### src/rtl/beacon_energy_detector.sv
// Squares the 24-bit signed beacon stream, integrates energy over fixed windows of
// enabled samples, and runs a lock/fade hysteresis FSM to produce beacon_detect.
module beacon_energy_detector #(
  parameter int WINDOW   = 40,
  parameter int ACC_W    = 54,
  parameter int LOCK_CNT = 3,
  parameter int LOSS_CNT = 2
) (
  input  logic                    Clk,
  input  logic                    Rst,
  input  logic                    enable,
  input  logic signed [23:0]      BeaconData_in,
  input  logic        [ACC_W-1:0] Threshold,
  output logic        [ACC_W-1:0] Energy_out,
  output logic                    energy_valid,
  output logic                    beacon_detect,
  output logic        [1:0]       state_out
);

  localparam int CNT_W = (WINDOW > 1) ? $clog2(WINDOW) : 1;

  typedef enum logic [1:0] {
    SEARCH  = 2'd0,
    CONFIRM = 2'd1,
    LOCKED  = 2'd2,
    FADE    = 2'd3
  } state_t;

  state_t             state;
  logic signed [47:0] samp_ext;
  logic signed [47:0] prod;
  logic        [47:0] sq;
  logic               sq_v;
  logic [ACC_W-1:0]   acc;
  logic [CNT_W-1:0]   cnt;
  logic [2:0]         hits;
  logic [2:0]         misses;
  logic               hit;

  // Square at full 48-bit width so (-2^23)^2 = 2^46 stays exact and positive.
  always_comb begin
    samp_ext = 48'(BeaconData_in);
    prod     = samp_ext * samp_ext;
    hit      = (Energy_out >= Threshold);
  end

  always_ff @(posedge Clk or posedge Rst) begin
    if (Rst) begin
      sq   <= '0;
      sq_v <= 1'b0;
    end else begin
      sq_v <= enable;
      if (enable)
        sq <= unsigned'(prod);
    end
  end

  // Final add of a window goes straight to Energy_out while acc clears, so the
  // next window's first sample lands in an empty accumulator with no lost cycle.
  always_ff @(posedge Clk or posedge Rst) begin
    if (Rst) begin
      acc          <= '0;
      cnt          <= '0;
      Energy_out   <= '0;
      energy_valid <= 1'b0;
    end else begin
      energy_valid <= 1'b0;
      if (sq_v) begin
        if (cnt == CNT_W'(WINDOW - 1)) begin
          Energy_out   <= acc + ACC_W'(sq);
          energy_valid <= 1'b1;
          acc          <= '0;
          cnt          <= '0;
        end else begin
          acc <= acc + ACC_W'(sq);
          cnt <= cnt + 1'b1;
        end
      end
    end
  end

  always_ff @(posedge Clk or posedge Rst) begin
    if (Rst) begin
      state         <= SEARCH;
      hits          <= '0;
      misses        <= '0;
      beacon_detect <= 1'b0;
    end else if (energy_valid) begin
      case (state)
        SEARCH: begin
          if (hit) begin
            if (LOCK_CNT == 1) begin
              state         <= LOCKED;
              hits          <= '0;
              beacon_detect <= 1'b1;
            end else begin
              state <= CONFIRM;
              hits  <= 3'd1;
            end
          end
        end
        CONFIRM: begin
          if (hit) begin
            if ((hits + 3'd1) == 3'(LOCK_CNT)) begin
              state         <= LOCKED;
              hits          <= '0;
              beacon_detect <= 1'b1;
            end else begin
              hits <= hits + 3'd1;
            end
          end else begin
            state <= SEARCH;
            hits  <= '0;
          end
        end
        LOCKED: begin
          if (!hit) begin
            if (LOSS_CNT == 1) begin
              state         <= SEARCH;
              misses        <= '0;
              beacon_detect <= 1'b0;
            end else begin
              state  <= FADE;
              misses <= 3'd1;
            end
          end
        end
        FADE: begin
          if (hit) begin
            state  <= LOCKED;
            misses <= '0;
          end else if ((misses + 3'd1) == 3'(LOSS_CNT)) begin
            state         <= SEARCH;
            misses        <= '0;
            beacon_detect <= 1'b0;
          end else begin
            misses <= misses + 3'd1;
          end
        end
        default: begin
          state         <= SEARCH;
          beacon_detect <= 1'b0;
        end
      endcase
    end
  end

  assign state_out = state;

endmodule

### config.mk
export PLATFORM = sky130hd
export DESIGN_NAME = beacon_energy_detector
export DESIGN_NICKNAME = d
export VERILOG_FILES = /design/src/rtl/beacon_energy_detector.sv
export SDC_FILE = /design/constraint.sdc
export NUM_CORES = 2
export LEC_CHECK = 0
export CAP_MARGIN = 5
export CORE_MARGIN = 1.5
export CORE_UTILIZATION = 45
export CTS_BUF_LIST = sky130_fd_sc_hd__clkbuf_2
export DETAILED_ROUTE_END_ITERATION = 8
export SYNTH_ARGS = -nofsm -noshare
export SYNTH_HDL_FRONTEND = slang
export SYNTH_SLANG_ARGS = --single-unit
### constraint.sdc
create_clock -name Clk -period 8.65 [get_ports Clk]
set_input_delay 1.2975 -clock Clk [delete_from_list [all_inputs] [get_ports Clk]]
set_output_delay 1.2975 -clock Clk [all_outputs]
set_load 0.01 [all_outputs]
==> impl_metrics.tcl <==
set metrics [dict create \
    drive_gt1_share_pct 6.825 \
    drv_cap 0 \
    final_nets 4158 \
    die_y_um 258.4 \
    area_growth_syn_to_layout_pct 11.71 \
    grt_setup_unrepaired "no" \
    skew_ns 0.04277 \
    syn_inst 3075 \
    finalWorstSetupSlack_ns 0.6394 \
    reg2regPathDepth 11 \
    ys_warn_count 0 \
    synthMuxAreaShare_pct 1.747 \
    synth_top_cell_area_share_pct 37.77 \
    root_buffer "clkbuf_2" \
    cts_buffer_depth 2 \
    cts-htree-levels 4 \
    slowest_delay_ns 0.61 \
    async_flop_share_pct 100.0 \
    globalplace.congestion 0.8945 \
    wl_um 69620 \
    postCtsSetupRepairBufs 0 \
    vias_per_cell 5.148 \
    initial_utilization_pct 45.55 \
    mostFrequentLayoutCell "inv_1" \
    hold_path_depth 1 \
    grt_overflow 0 \
    worst_setup_path_start_kind "primary input" \
    ant_nets 0 \
    grtUsageTotal_pct 22.11 \
    ios 139 \
    synth_xor_area_share_pct 3.281 \
    insertion_delay_ns 0.77 \
    place.detailed.hpwl_um 61140 \
    met2_usage_pct 42.11 \
    worst_setup_hold_path_clk_slew_ns 0.24 \
    cp_slowest_cell "clkdlybuf4s50_1" \
    grtUsageMet1_pct 27.07 \
    dr.pass1.iters 5 \
    worstSetupPathType "in2reg" \
    post-place-ws_ns -0.1350 \
    cts.sinks 172 \
    crit_family "adder cells" \
    portBuffers 138 \
    synth-compound-area-share_pct 10.59 \
    core-area_um2 64460 \
    vias 21300 \
    mostFrequentLayoutCells "746 x inv_1, 554 x fa_1, 301 x nand2_1, 254 x ha_1, 172 x dfrtp_1" \
    hp-class "reg2reg" \
    antenna_found_initial 1 \
    grt_max_degree 106 \
    fillers 6096 \
    wl_per_cell_um 16.82 \
    crit_required_ns 9.33 \
    synth_top_family_by_area "adder cells" \
    cp_max_fo 13 \
    grt_first_pass_wirelength_um 118700 \
    maxSlewHeadroom_pct 33.46 \
    rows 93 \
    grt_pass1_vias 23620 \
    final-hold-violation-count 0 \
    drt_iter0_drc 986 \
    crit_top_cell "fa_1" \
    ys_ff_latch 172 \
    crit_buf_inv 6 \
    synth_edf_count 0 \
    busiest_layer "met2" \
    synthAdderAreaFrac_pct 48.60 \
    reg2reg_to "Energy_out[41]" \
    rrSetupSlack_ns 4.97 \
    die_w_um 258.4 \
    ys_types 79 \
    clock.fmax_mhz 124.8 \
    tightest_slew_ns 0.9729 \
    synthFlopType "dfrtp_1" \
    maxSlewViolCount 0 \
    endpoint_kind "flop" \
    ctsResizeCount 0 \
    setup_viol 0 \
    cts_inserted_buffers 17 \
    crit_arrival_ns 8.69 \
    hold_start "acc[40]" \
    yosysTopAreaCell "fa_1" \
    synth_area_um2 29360 \
    yosysSeqAreaShare_pct 14.66 \
    syn-num-nets 3964 \
    avgSynthCellArea_um2 9.549 \
    die_area_um2 66790 \
    grt_use_met3_pct 1.731 \
    post-route-period-util_pct 92.61 \
    holdPathEnd "acc[40]" \
    timing.rr.start "sq[3]" \
    finalCriticalPeriod_ns 8.011 \
    cts_tree "done" \
    status "finished, final reports clean" \
    synthTopCellsByArea "fa_1 38%, dfrtp_1 15%, ha_1 11%" \
    postCtsHoldBufs 0 \
    drc 0 \
    synth-simple-area-share_pct 10.30 \
]
-- metrics by stage --
step | setup TNS, ns | std cells | hold slack [ns] | util [%] | cell area, um^2
floorplan | 0 | 3075 | 0.4556 | - | 29360
global placement | -0.02395 | 4105 | 0.4747 | 50.55 | 32590
detailed placement | -0.2373 | 4105 | 0.4777 | 50.55 | 32590
CTS | 0 | 4137 | 0.5308 | 50.88 | 32800
global route | 0 | 4138 | 0.5469 | 50.88 | 32800
finish | 0 | 4138 | 0.5239 | 50.88 | 32800
-- kinds of logic (layout without fill, tap and decap cells) --
logic type | after synthesis | count (layout)
simple gates | 637 | 637
fa+ha+maj | 808 | 808
flops | 172 | 172
mux | 46 | 46
xor+xnor | 110 | 110
buf+inv | 845 | 1052
other cells | 0 | 1
compound gates | 457 | 457
-- cells in the mapped netlist (10+ instances only) --
library cell  number
inv_1            747
fa_1             554
nand2_1          302
ha_1             254
dfrtp_1          172
and2_1           104
a21oi_1           99
clkbuf_1          89
o21ai_0           78
xnor2_1           73
a21o_1            68
nor2_1            68
o2bb2ai_1         49
mux2_2            41
xor2_1            37
nor2b_1           36
nand3_1           30
nand4_1           27
o21ai_1           23
nor3_1            19
o21bai_1          16
nand2b_1          15
o21a_1            15
a31oi_1           11
and3_1            10
o31ai_1           10
-- cell type report --
cell class                      count  area (um^2)  share of cell area [%]
Multi-Input combinational cell   2058        21890                   66.74
Clock buffer                       17        85.08                  0.2594
Antenna cell                        1        2.502                0.007630
Inverter                          750         2820                   8.598
Sequential cell                   172         4304                   13.12
Timing Repair Buffer              270         2505                   7.637
Clock inverter                     15        123.9                  0.3777
Tap cell                          855         1070                   3.262
-- worst max path at each step --
stage,startpoint,endpoint,cells after the start
2_1_floorplan,BeaconData_in[1],sq[46],26
3_3_place_gp,BeaconData_in[2],sq[37],25
3_5_place_dp,BeaconData_in[2],sq[46],25
4_1_cts,BeaconData_in[2],sq[46],25
5_1_grt,BeaconData_in[2],sq[46],25
6_report,BeaconData_in[2],sq[46],25
-- per-layer routing --
metal | part of all wire, % | wire length [um]
met2 | 55 | 37980
met5 | 0 | 0
met4 | 2.1 | 1471
met3 | 2.2 | 1540
met1 | 41 | 28630
-- flip-flops by register name (all words and copies together) (netlist names), 2 cells and up --
name	flops
cnt	6
Energy_out	54
sq	47
state_out	2
acc	54
hits	3
misses	3
-- worst reg2reg max path: stages, from the launching register on --
cell      delay (ns)
dfrtp_1         0.47
ha_1            0.36
a21oi_1         0.19
a21oi_1         0.14
o31a_1          0.33
o311ai_1        0.67
a21oi_1         0.20
o21ai_1         0.21
a21oi_1         0.13
o31a_1          0.33
nor3_1          0.36
o31ai_1         0.15
Power is left out: the tool's default activity adds up to more than one toggle a clock period on the data nets, which glitch-free logic cannot reach.
